$ cat config.mk
export PLATFORM = sky130hd
export DESIGN_NAME = issue2_pair_buffer
export DESIGN_NICKNAME = d
export VERILOG_FILES = /design/src/rtl/issue2_pkg.sv /design/src/rtl/issue2_pair_fifo.sv /design/src/rtl/issue2_pair_buffer.sv
export SDC_FILE = /design/constraint.sdc
export NUM_CORES = 1
export LEC_CHECK = 0
export ABC_AREA = 1
export CORE_MARGIN = 10
export CORE_UTILIZATION = 30
export CTS_CLUSTER_DIAMETER = 30
export DETAILED_ROUTE_END_ITERATION = 10
export PLACE_DENSITY_LB_ADDON = 0.12
export SLEW_MARGIN = 0
export SYNTH_ARGS = -nofsm -noshare
export SYNTH_HDL_FRONTEND = slang
export SYNTH_SLANG_ARGS = --single-unit
$ cat constraint.sdc
create_clock -name clk -period 7.03 [get_ports clk]
set_input_delay 1.406 -clock clk [delete_from_list [all_inputs] [get_ports clk]]
set_output_delay 1.406 -clock clk [all_outputs]
set_load 0.02 [all_outputs]
$ cat src/rtl/issue2_pkg.sv
// issue2_pkg
// Shared types for the issue2 dispatch buffer between Prefetch and ID.
//   entry_t      : one stored fetch pair (primary PC/instruction, issue2
//                  candidate and the allocator verdict)
//   phase_t      : presentation phase of the head entry
//   I2_PC_OFFSET : distance from the primary PC to the issue2 instruction
package issue2_pkg;

  localparam logic [31:0] I2_PC_OFFSET = 32'd4;

  typedef struct packed {
    logic [31:0] pc;
    logic [31:0] pi_instr;
    logic [31:0] i2_instr;
    logic        i2_ok;
  } entry_t;

  // PH_WHOLE presents the full pair. PH_REMAINDER means the primary has
  // already been issued and the issue2 instruction is replayed on its own.
  typedef enum logic {
    PH_WHOLE     = 1'b0,
    PH_REMAINDER = 1'b1
  } phase_t;

endpackage

$ cat src/rtl/issue2_pair_fifo.sv
// issue2_pair_fifo
// Circular pair storage with read/write pointers and an occupancy count.
// Ports:
//   clk, rst     : clock, synchronous active-high reset
//   flush        : empty the buffer; overrides any push/pop that cycle
//   push         : write push_entry at the tail (ignored when full)
//   pop          : retire the head entry (ignored when empty)
//   push_entry   : entry to store
//   head_entry   : entry at the read pointer (register-sourced)
//   empty, full  : occupancy flags derived from the count register
module issue2_pair_fifo
  import issue2_pkg::*;
#(
  parameter int DEPTH = 2
) (
  input  logic   clk,
  input  logic   rst,
  input  logic   flush,
  input  logic   push,
  input  logic   pop,
  input  entry_t push_entry,
  output entry_t head_entry,
  output logic   empty,
  output logic   full
);

  localparam int PTR_W = $clog2(DEPTH);
  localparam logic [PTR_W:0] FULL_COUNT = (PTR_W + 1)'(DEPTH);

  entry_t            mem [DEPTH];
  logic [PTR_W-1:0]  rd_ptr;
  logic [PTR_W-1:0]  wr_ptr;
  logic [PTR_W:0]    count;
  logic              do_push;
  logic              do_pop;

  // Requests are qualified against the flags here so the caller can never
  // overrun or underrun the storage; a flush cancels both.
  assign do_push = push && !full && !flush;
  assign do_pop  = pop && !empty && !flush;

  assign empty      = (count == '0);
  assign full       = (count == FULL_COUNT);
  assign head_entry = mem[rd_ptr];

  // Storage array is not reset: an entry is only observed once the count
  // says it has been written.
  always_ff @(posedge clk) begin
    if (do_push) begin
      mem[wr_ptr] <= push_entry;
    end
  end

  // Pointers wrap naturally because DEPTH is a power of two. A simultaneous
  // push and pop leaves the count unchanged while both pointers advance.
  always_ff @(posedge clk) begin
    if (rst || flush) begin
      rd_ptr <= '0;
      wr_ptr <= '0;
      count  <= '0;
    end else begin
      if (do_push) begin
        wr_ptr <= wr_ptr + PTR_W'(1);
      end
      if (do_pop) begin
        rd_ptr <= rd_ptr + PTR_W'(1);
      end
      if (do_push && !do_pop) begin
        count <= count + (PTR_W + 1)'(1);
      end else if (do_pop && !do_push) begin
        count <= count - (PTR_W + 1)'(1);
      end
    end
  end

endmodule

$ cat src/rtl/issue2_pair_buffer.sv
// issue2_pair_buffer
// Registered dispatch buffer between Prefetch and ID of the dual-issue core.
// Stores up to DEPTH fetch pairs and presents the head to ID. When ID can
// take only a primary instruction, a granted pair is split and its issue2
// instruction is replayed afterwards as a standalone primary.
// Ports:
//   clk, rst                 : clock, synchronous active-high reset
//   flush_i                  : discard all stored entries (redirect)
//   f_valid_i / f_ready_o    : fetch handshake
//   f_pc_i, f_pi_instr_i,
//   f_i2_instr_i, f_i2_ok_i  : fetched pair and allocator verdict
//   id_valid_o / id_ready_i  : ID handshake
//   id_single_only_i         : ID accepts only a primary this cycle
//   id_pc_o, id_pi_instr_o,
//   id_i2_instr_o            : presented instructions
//   id_i2_valid_o            : issue2 slot valid (taken on handshake)
//   perf_pair_cnt_o          : dual-issued pairs (wraps)
//   perf_split_cnt_o         : split events (wraps)
module issue2_pair_buffer
  import issue2_pkg::*;
#(
  parameter int DEPTH = 2,
  parameter int CNT_W = 32
) (
  input  logic             clk,
  input  logic             rst,
  input  logic             flush_i,
  input  logic             f_valid_i,
  output logic             f_ready_o,
  input  logic [31:0]      f_pc_i,
  input  logic [31:0]      f_pi_instr_i,
  input  logic [31:0]      f_i2_instr_i,
  input  logic             f_i2_ok_i,
  output logic             id_valid_o,
  input  logic             id_ready_i,
  input  logic             id_single_only_i,
  output logic [31:0]      id_pc_o,
  output logic [31:0]      id_pi_instr_o,
  output logic [31:0]      id_i2_instr_o,
  output logic             id_i2_valid_o,
  output logic [CNT_W-1:0] perf_pair_cnt_o,
  output logic [CNT_W-1:0] perf_split_cnt_o
);

  entry_t           push_entry;
  entry_t           head;
  logic             empty;
  logic             full;
  logic             head_valid;
  logic             pop;
  logic             split;
  logic             pair_fire;
  phase_t           phase_q;
  phase_t           phase_d;
  logic [CNT_W-1:0] pair_cnt_q;
  logic [CNT_W-1:0] split_cnt_q;

  assign push_entry = '{pc: f_pc_i, pi_instr: f_pi_instr_i,
                        i2_instr: f_i2_instr_i, i2_ok: f_i2_ok_i};

  issue2_pair_fifo #(
    .DEPTH(DEPTH)
  ) u_fifo (
    .clk        (clk),
    .rst        (rst),
    .flush      (flush_i),
    .push       (f_valid_i && f_ready_o),
    .pop        (pop),
    .push_entry (push_entry),
    .head_entry (head),
    .empty      (empty),
    .full       (full)
  );

  // Readiness looks only at occupancy, never at ID, so a full buffer stalls
  // fetch for one cycle even when ID drains the head at the same time.
  assign f_ready_o  = !full && !rst;
  assign head_valid = !empty;

  // Head phase register.
  always_ff @(posedge clk) begin
    if (rst) begin
      phase_q <= PH_WHOLE;
    end else begin
      phase_q <= phase_d;
    end
  end

  // Decide what the ID handshake does to the head. A split keeps the entry
  // and moves to the remainder phase; everything else retires the entry.
  // Flush wins over any handshake in the same cycle.
  always_comb begin
    phase_d   = phase_q;
    pop       = 1'b0;
    split     = 1'b0;
    pair_fire = 1'b0;
    if (flush_i) begin
      phase_d = PH_WHOLE;
    end else if (head_valid && id_ready_i) begin
      if (phase_q == PH_REMAINDER) begin
        pop     = 1'b1;
        phase_d = PH_WHOLE;
      end else if (head.i2_ok && id_single_only_i) begin
        split   = 1'b1;
        phase_d = PH_REMAINDER;
      end else begin
        pop       = 1'b1;
        pair_fire = head.i2_ok;
      end
    end
  end

  // Presentation muxing. Outputs read zero while the buffer is empty so the
  // unreset storage never leaks onto the ID bus. Only id_i2_valid_o looks
  // at an input (id_single_only_i).
  always_comb begin
    id_valid_o    = head_valid;
    id_pc_o       = '0;
    id_pi_instr_o = '0;
    id_i2_instr_o = '0;
    id_i2_valid_o = 1'b0;
    if (head_valid) begin
      id_i2_instr_o = head.i2_instr;
      if (phase_q == PH_REMAINDER) begin
        id_pc_o       = head.pc + I2_PC_OFFSET;
        id_pi_instr_o = head.i2_instr;
      end else begin
        id_pc_o       = head.pc;
        id_pi_instr_o = head.pi_instr;
        id_i2_valid_o = head.i2_ok && !id_single_only_i;
      end
    end
  end

  // Performance counters wrap freely and are cleared only by reset.
  always_ff @(posedge clk) begin
    if (rst) begin
      pair_cnt_q  <= '0;
      split_cnt_q <= '0;
    end else begin
      if (pair_fire) begin
        pair_cnt_q <= pair_cnt_q + CNT_W'(1);
      end
      if (split) begin
        split_cnt_q <= split_cnt_q + CNT_W'(1);
      end
    end
  end

  assign perf_pair_cnt_o  = pair_cnt_q;
  assign perf_split_cnt_o = split_cnt_q;

endmodule

# Word-level counts from Yosys, hierarchy flattened
# Memories as Yosys holds them, arrays and structs flattened. A register that Yosys moved wholly into a read port is not among the register bits.
# Index checks and enable logic that the tools add are counted.
[totals]
output_inout_bits = 163
elab_cells = 62
reg_bits = 69
mem_bits_rw = 194
n_memories = 1
input_bits = 103
[classes]
mux = 25
n_reduce_logical = 22
addsub = 7
n_eq_ne = 1
[memory_table]
columns = ["name", "depth", "width", "read_ports", "rd_ports_with_merged_regs", "wr", "line", "text"]
rows = [
  ["u_fifo.mem", 2, 97, 1, 1, 1, "issue2_pair_fifo.sv:30", "entry_t mem [DEPTH];"],
]
[ops]
columns = ["operator", "count"]
rows = [
  ["32-bit 2-to-1 mux", 5],
  ["32-bit by 1-bit adder with 32-bit output, second input constant", 2],
  ["32-bit by 3-bit adder with 32-bit output, second input constant", 1],
  ["1-bit 2-to-1 mux", 18],
  ["1-bit logical AND", 11],
  ["1-bit zero test", 7],
  ["2-bit 2-to-1 mux", 2],
  ["1-bit adder, second input constant", 2],
  ["2-bit by 1-bit adder with 2-bit output, second input constant", 1],
  ["2-bit equality test, second input constant", 1],
  ["2-bit zero test", 1],
  ["2-bit nonzero test", 1],
  ["2-bit OR reduction", 1],
  ["2-bit by 1-bit subtractor with 2-bit output, second input constant", 1],
  ["1-bit logical OR", 1],
]

# Longest topological paths before layout
# Gate-level depths: netlist of the first run.
[depth]
ltp_word = 10
depth_mapped = 14
depth_no_buf = 12

# By module
# From an unflattened synthesis of the first run, not the netlist that was laid out.
[hier_totals]
cells_unflattened = 1311
hier_area_um2 = 12764.7
[by_module_without_submodules]
columns = ["module", "cells_each", "area_per_inst_um2", "n_inst", "seq_area_each_um2"]
rows = [
  ["issue2_pair_fifo", 343, 7372.1, 1, 5925.7],
  ["issue2_pair_buffer", 968, 5392.7, 1, 1301.2],
]

# Least setup slack after synthesis of the first run
# OpenSTA, ideal clock, no wires.
[synth_timing]
path_kind = "in2reg"
from = "input port rst"
to = "memory u_fifo.mem[0][0] (netlist name), enable pin"
t_required_ns = 6.476
n_path_buf = 0
t_arrival_ns = 6.118
stages = 3
setup_time_ns = 0.554
slack_ns = 0.358
cell_sequence = "a21oi_1 > nand3_1 > nor2_1"
[synth_between]
elab_chain_len = 7
[synth_lines]
columns = ["item", "line", "text"]
rows = [
  ["start: declaration", "issue2_pair_buffer.sv:26", "input logic rst,"],
  ["1-bit zero test", "issue2_pair_buffer.sv:77", "assign f_ready_o = !full && !rst;"],
  ["1-bit logical AND", "issue2_pair_buffer.sv:77", ""],
  ["1-bit logical AND", "issue2_pair_buffer.sv:67", ".push (f_valid_i && f_ready_o),"],
  ["1-bit logical AND (2 in a row)", "issue2_pair_fifo.sv:39", "assign do_push = push && !full && !flush;"],
  ["1-bit 2-to-1 mux", "issue2_pair_fifo.sv:49", "if (do_push) begin"],
  ["1-bit 2-to-1 mux (implied by the code)", "issue2_pair_fifo.sv:50", "mem[wr_ptr] <= push_entry;"],
  ["end: declaration", "issue2_pair_fifo.sv:30", ""],
]
# Every way passes these cells.

==> metrics.yaml, run 1 <==
r2r_slack_ns: 3.92
tightest_slew_ns: 1.06
setup_violations: 0
cts.sinks: 264
clock_path_buffers: 3
syn_inst: 1449
ys_seq_area_share_pct: 57.2
total_leakage_power_nw: 6.40
multiInputGateArea_mm2: 0.00467
synthFlopType: "edfxtp_1"
preCtsSetupSlack_ns: 2.36
detail-route-antenna-nets: 0
start_kind: "flip-flop"
synth.distinct_cells: 41
slew_headroom_pct: 28.9
cp_max_fo: 105
htree_levels: 3
irDropWorstVdd_uv: 274
grt_pass1_wl_um: 62700
first_pass_iters: 5
worst_slack_ns: 1.82
seqCellArea_mm2: 0.00723
rsz0062_at_grt: "no"
wl_per_cell_um: 17.3
syn_area_mm2: 0.0126
clk_pin_slew_ns: 0.04
start_util_pct: 30.2
drive_above_1_share_pct: 9.44
io-pin-count: 266
place_congestion: 0.842
final_nets: 1853
syn_nets: 1556
drtIter0Drc: 592
min_from: "u_fifo.rd_ptr$_SDFFE_PP0P_"
syn_to_final_growth_pct: 43.0
cts_made_buffers: 74
rows: 75
setup-tns-final_ns: 0
synth_edf_count: 194
io_buffers: 265
cts_setup_buffers: 0
hold_end: "u_fifo.rd_ptr$_SDFFE_PP0P_"
finalCriticalPeriod_ns: 5.21
slowest_stage: "clkdlybuf4s50_1"
die_y_um: 225
min_path_cells: 1
track_usage_pct: 15.9
cts_resized: 0
power_density_mw_per_mm2: 276
die_x_um: 225
clockRootBuffer: "clkbuf_16"
cts_tree: "yes"
hold_path_class: "reg -> reg"
crit_arrival_ns: 3.80
worstSetupPathType: "reg -> out"
layout_commonest_cell: "nand2_1"
end_kind: "output port"
async_reset_ff_share_pct: 0
critical-path-max-stage-delay_ns: 0.63
viasPerCell: 4.59
yosysWarningCount: 0
timing.rr.end: "perf_pair_cnt_o[12]$_SDFFE_PP0P_"
finalMaxSlewViolations: 0
grt_pass1_vias: 10800
grt_antenna_before_repair: 6
gr-total-overflow: 0
rr_worst_depth: 10
fin_skew_ns: 0.0131
ys_seq_elements: 264
dpl.hpwl_um: 28000
syn_avg_cell_area_um2: 8.71
period_share_pct: 74.1
hold_buffers: 0
maxCapViolations: 0
cp_common_cell: "nand2_1"
grt_max_degree: 106
crit_chain: "inv_8 > nand2_1 > nand2_1 > ha_1 > nand3_1 > inv_1 > nand2_1 > nor2_1 > a21oi_1 > nor2_1 > clkdlybuf4s50_1"
required_ns: 5.62
core_area_mm2: 0.0418
finalWirelength_um: 40600
num_vias: 10700
worstSkewPairLatency_ns: 0.59
status: "finished, final reports clean"
n_fill_cell: 4101
max_freq_mhz: 192
die_area_mm2: 0.0507
drc: 0
final_cell_mix: "nand2_1, clkdlybuf4s50_1, nor2_1, edfxtp_1, inv_1"
hold_viol: 0
-- worst max path at each step --
stage          startpoint                         end  slack [ns]  depth (start not counted)
6_report        flip-flop                 id_pc_o[20]        1.82                         11
5_1_grt         flip-flop                 id_pc_o[20]        1.51                         11
4_1_cts         flip-flop                 id_pc_o[20]        1.73                         11
3_5_place_dp    flip-flop                 id_pc_o[20]        2.36                         11
3_3_place_gp    flip-flop                 id_pc_o[20]        2.39                         11
2_1_floorplan         rst  u_fifo.mem[0][0]$_DFFE_PP_        0.36                          3
-- synth_stat cells, types with 5 or more instances --
library cell,n,area [µm²]
a21oi_1,92,460
buf_2,11,55.1
buf_4,10,75.1
buf_6,5,56.3
clkbuf_1,23,86.3
dfxtp_1,70,1400
edfxtp_1,194,5830
inv_1,115,432
nand2_1,444,1670
nand2_2,15,93.8
nand3_1,34,170
nand3_2,5,50.1
nand3b_1,7,52.6
nand4_1,11,68.8
nor2_1,257,965
nor2_2,9,56.3
nor2_4,7,78.8
nor3_1,16,80.1
nor3b_1,6,45.0
o21ai_0,39,195
o21ai_2,6,52.6
o41ai_1,32,280
xor2_1,7,61.3
-- state kept, by name, indices dropped and copies added (netlist names), named ones only --
register / flops
u_fifo.wr_ptr: 1
perf_split_cnt_o: 32
phase_q: 1
u_fifo.rd_ptr: 1
u_fifo.count: 2
u_fifo.mem: 194
perf_pair_cnt_o: 32
-- per-stage QoR --
step	hold slack [ns]	cells	util (%)	total power, mW	instance area [µm²]
floorplan	0.422	1449	-	1.83	12600
global placement	0.432	2209	37.7	1.96	15700
detailed placement	0.442	2209	37.7	1.96	15700
CTS	0.447	2340	43.2	5.05	18100
global route	0.471	2341	43.2	5.16	18100
finish	0.453	2342	43.2	4.99	18100
-- layer usage --
metal / vias to the layer above / global-route usage [%] / wire length [µm] / part of all wire, %
met5: - / 0 / 46 / 0.11
met4: 8 / 4.97 / 832 / 2.0
met3: 83 / 6.22 / 3260 / 8.0
met2: 280 / 24.4 / 18300 / 45
met1: 4947 / 20.2 / 18100 / 45
li1: 5430 / - / - / -
-- critical path, delay by kind of cell, from the launching register on --
kind                     cells  cell delay [ns]
flip-flops                   1             0.54
buffers and inverters        3             1.34
adder cells (fa/ha/maj)      1             0.17
AND/OR/NAND/NOR              6             0.92
AO/OA/AOI/OAI                1             0.12
-- area by class of cell --
type / instances / area share (%)
multi-input combinational: 1016 / 25.8
clock buffer: 96 / 11.1
antenna: 2 / 0.0277
timing repair buffer: 272 / 15.0
inverter: 118 / 2.49
clock inverter: 35 / 1.68
tap: 539 / 3.73
sequential: 264 / 40.1
-- cell families after synthesis --
family | count (synthesis) | synth area share [%]
AOI/OAI and AO/OA | 187 | 9.06
xor gates and xnor gates | 10 | 0.694
adders and majority gates | 4 | 0.396
buffers and inverters | 169 | 5.92
DFF | 264 | 57.2
and+or+nand+nor | 815 | 26.7
-- power breakdown --
group | leakage [nW] | switching [mW] | internal (mW)
combinational | 2.96 | 0.123 | 0.101
sequential | 2.33 | 0.00797 | 1.70
clock | 1.12 | 0.962 | 2.09
total | 6.40 | 1.09 | 3.89
(Power assumes the default switching activity.)
==> run 2: changes to the inputs <==
Clock period 7.03 ns to 4.55 ns, I/O delays scaled along.
==> run 2 against run 1 <==
Routed wire length fell by 0.34%. Sequential share of layout area fell by 0.32 points. Final area rose by 0.81%. Critical path type unchanged. Cell count rose by 0.38%. Worst hold slack got worse by 0.0029 ns. Clock-buffer cell count rose by 2. Sequential cell count did not move. Die area did not move. Critical path depth did not move. Register-to-register slack got worse by 2.0 ns.
==> metrics.yaml, run 2 (synthesized netlist as in run 1, its figures left out) <==
grt_antenna_before_repair: 5
power_density_mw_per_mm2: 430
gr-total-overflow: 0
max_freq_mhz: 238
cts_resized: 0
viasPerCell: 4.59
grt_pass1_wl_um: 62600
wl_per_cell_um: 17.2
htree_levels: 3
cts_tree: "yes"
required_ns: 3.64
drtIter0Drc: 695
hold_buffers: 0
instances_no_fill: 2351
worstSetupPathType: "reg -> out"
maxCapViolations: 0
total_leakage_power_nw: 6.50
slew_headroom_pct: 31.7
clk_pin_slew_ns: 0.05
rsz0062_at_grt: "no"
final_nets: 1858
met2_length_um: 18100
hold_path_class: "reg -> reg"
finalWirelength_um: 40400
grt_pass1_vias: 10800
num_vias: 10800
start_util_pct: 30.2
drc: 0
first_pass_iters: 5
die_x_um: 225
finalCriticalPeriod_ns: 4.20
top_layer: "met5"
finalCoreUtilization_pct: 43.6
worst_slack_ns: 0.355
worstSkewPairLatency_ns: 0.58
cts_made_buffers: 74
io-pin-count: 266
track_usage_pct: 15.9
dpl.hpwl_um: 28200
io_buffers: 265
period_share_pct: 92.2
clockRootBuffer: "clkbuf_16"
largest_reg_flops: 194
cts_setup_buffers: 0
grt_max_degree: 75
wl_met1_um: 18100
die_y_um: 225
crit_arrival_ns: 3.29
end_kind: "output port"
hold_viol: 0
status: "finished, final reports clean"
detail-route-antenna-nets: 0
preCtsSetupSlack_ns: 0.802
rows: 75
wl_met3_um: 3310
place_congestion: 0.813
setup_violations: 0
tightest_slew_ns: 1.02
hold_slack_ns: 0.450
regMostFlops: "u_fifo.mem"
setup-tns-final_ns: 0
final_cell_mix: "nand2_1, clkdlybuf4s50_1, nor2_1, edfxtp_1, inv_1"
syn_to_final_growth_pct: 44.2
drive_above_1_share_pct: 9.73
core_area_mm2: 0.0418
cts.sinks: 264
irDropWorstVdd_uv: 359
placed_cells: 2214
cp_max_fo: 57
layout_commonest_cell: "nand2_1"
start_kind: "flip-flop"
die_area_mm2: 0.0507
clock_path_buffers: 3
fin_skew_ns: 0.0217
finalMaxSlewViolations: 0
## run 2: changes by cell type in the layout (fill, tap and decap cells not counted), moves of 2 or more
cell        previous run  this run
clkinv_1               8        13
clkinvlp_4             5         0
clkbuf_16             75        77
clkbuf_1              16        14
inv_16                 0         2
buf_12                 1         3
inv_6                  3         1
clkbuf_8               5         7
buf_4                  6        10
## run 2: stage by stage
| stage | total power [mW] | area [µm²] |
|---|---|---|
| 6_report | 7.84 | 18200 |
| 5_1_grt | 8.12 | 18200 |
| 4_1_cts | 7.95 | 18200 |
| 3_5_place_dp | 3.03 | 15800 |
| 3_3_place_gp | 3.03 | 15800 |
| 2_1_floorplan | 2.83 | 12600 |
## run 2: worst max-delay path: stages (launching register included)
cell             delay (ns)
dfxtp_4                0.48
inv_16                 0.25
nand2_1                0.09
nand2_1                0.11
ha_1                   0.18
nand3_1                0.12
inv_1                  0.10
nand2_1                0.07
nor2_1                 0.31
a21oi_1                0.13
nor2_1                 0.19
clkdlybuf4s50_1        0.64
## run 2: report_power, final
part	total [mW]	internal (mW)	switching (mW)
Sequential	2.64	2.63	0.0116
Clock	4.85	3.38	1.47
Combinational	0.348	0.157	0.191
## run 2: final timing paths
kind | startpoint | to | slack [ns] | cells after the start
max | flip-flop | id_pc_o[20] | 0.35 | 11
min | u_fifo.count[0]$_SDFFE_PP0P_ | u_fifo.count[0]$_SDFFE_PP0P_ | 0.45 | 1
max reg2reg | flip-flop | perf_pair_cnt_o[12]$_SDFFE_PP0P_ | 1.93 | 11
min reg2reg | u_fifo.count[0]$_SDFFE_PP0P_ | u_fifo.count[0]$_SDFFE_PP0P_ | 0.45 | 1
## run 2: final cells by class
type                       count  area (µm²)
antenna                        3        7.51
clock buffer                  98        2080
clock inverter                36         309
fill                        4085       23600
inverter                     118         459
multi-input combinational   1016        4670
sequential                   264        7230
tap                          539         674
timing repair buffer         277        2780
## run 2: metal layers
layer / vias to the layer above / GRT usage (%)
li1: 5445 / -
met1: 4991 / 19.9
met2: 292 / 24.1
met3: 61 / 6.57
met4: 6 / 5.66
met5: - / 0
==> run 3: changes to the inputs <==
Settings changed: SLEW_MARGIN 0 to 20.
Clock period 4.55 ns to 3.5 ns, I/O delays scaled along.
==> run 3 against run 2 <==
Non-clock buffer count up 9. Largest cell class unchanged. Critical path depth down 6. Clock skew down 0.0036 ns.
==> metrics.yaml, run 3 (synthesized netlist as in run 1, its figures left out) <==
final_nets: 1866
syn_to_final_growth_pct: 45.7
timing.rr.end: "perf_split_cnt_o[23]$_SDFFE_PP0P_"
wl_per_cell_um: 17.2
clock_path_buffers: 3
core_area_mm2: 0.0418
layout_commonest_cell: "nand2_1"
worstSetupPathType: "reg -> out"
gr-total-overflow: 0
worst_slack_ns: 0.160
finalCriticalPeriod_ns: 3.34
grt_antenna_before_repair: 3
slew_headroom_pct: 30.9
total_leakage_power_nw: 7.17
io-pin-count: 266
grt_pass1_wl_um: 62700
num_vias: 10800
maxCapViolations: 0
viasPerCell: 4.56
largest_reg_flops: 194
min_path_cells: 1
irDropWorstVdd_uv: 338
finalWirelength_um: 40600
regMostFlops: "u_fifo.mem"
cts_tree: "yes"
status: "finished, final reports clean"
dpl.hpwl_um: 28300
max_freq_mhz: 299
rsz0062_at_grt: "yes"
rr_worst_depth: 12
period_share_pct: 95.4
htree_levels: 3
preCtsSetupSlack_ns: 0.267
fin_skew_ns: 0.0182
track_usage_pct: 15.9
tightest_slew_ns: 1.03
min_from: "u_fifo.count[0]$_SDFFE_PP0P_"
finalMaxSlewViolations: 0
setup_violations: 0
clk_pin_slew_ns: 0.04
grt_max_degree: 66
die_y_um: 225
power_density_mw_per_mm2: 564
hold_slack_ns: 0.444
start_kind: "flip-flop"
first_pass_iters: 5
drtIter0Drc: 654
end_kind: "output port"
worstSkewPairLatency_ns: 0.58
cts.sinks: 264
drive_above_1_share_pct: 11.2
r2r_slack_ns: 1.11
die_x_um: 225
cp_max_fo: 53
detail-route-antenna-nets: 0
crit_arrival_ns: 2.64
die_area_mm2: 0.0507
hold_path_class: "reg -> reg"
place_congestion: 0.833
clockRootBuffer: "clkbuf_16"
rows: 75
cts_made_buffers: 73
grt_pass1_vias: 10700
hold_end: "u_fifo.count[0]$_SDFFE_PP0P_"
io_buffers: 265
start_util_pct: 30.2
hold_viol: 0
required_ns: 2.80
drc: 0
final_cell_mix: "nand2_1, nor2_1, clkdlybuf4s50_1, edfxtp_1, inv_1"
## run 3: cell types whose count changed in the layout (fill, tap and decap cells not counted), moves of 4 or more
cell             delta
bufinv_16           +4
clkbuf_2           +14
clkdlybuf4s50_1    -52
clkinv_2            -5
clkinvlp_4          +4
dlygate4sd2_1       +7
dlymetal6s2s_1     +30
## run 3: timing repair
action / in CTS / in global routing
buffers inserted: 0 / 3
endpoints found under the setup margin: 62 / 49
gates resized for setup: 33 / 68
hold buffers: 0 / 0
## run 3: where the power goes
part	switching (mW)	internal (mW)
Clock	1.92	4.57
Combinational	0.253	0.202
Sequential	0.0113	3.41
## run 3: worst max path at each step
stage	start	end	cells past startpoint
global route	flip-flop	id_pc_o[20]	10
floorplan	rst	u_fifo.mem[1][0]$_DFFE_PP_	3
finish	flip-flop	id_pi_instr_o[30]	5
detailed placement	flip-flop	id_pc_o[20]	10
CTS	flip-flop	id_pi_instr_o[28]	6
global placement	flip-flop	id_pi_instr_o[27]	4
## run 3: per-stage QoR
stage          power [mW]  utilization (%)  instance area, µm²  std cells  TNS [ns]
5_1_grt              10.8             44.1               18400       2355  -0.00271
3_5_place_dp         3.94             38.0               15900       2220         0
6_report             10.4             44.1               18400       2357         0
2_1_floorplan        3.67                -               12600       1449   -166.50
3_3_place_gp         3.94             38.0               15900       2220         0
4_1_cts              10.5             43.9               18300       2352    -0.323
## run 3: per-layer routing
layer	GRT usage, %	share of wire, %	vias up	wire (µm)
li1	-	-	5462	-
met2	25.0	46	298	18700
met4	5.14	1.5	4	598
met5	0	0.064	-	26
met1	20.2	45	4939	18100
met3	5.44	7.8	52	3170
## run 3: final cells by class
class | instances | area [µm²]
Antenna cell | 2 | 5.00
Clock buffer | 96 | 2010
Clock inverter | 36 | 423
Fill cell | 4074 | 23400
Inverter | 118 | 459
Multi-Input combinational cell | 1016 | 4690
Sequential cell | 264 | 7230
Tap cell | 539 | 674
Timing Repair Buffer | 286 | 2910
## run 3: worst max-delay path, stage by stage (launching register included)
cell             delay [ns]
dfxtp_4                0.47
buf_4                  0.17
buf_12                 0.23
nor2_1                 0.09
o41ai_1                0.33
clkdlybuf4s50_1        0.71
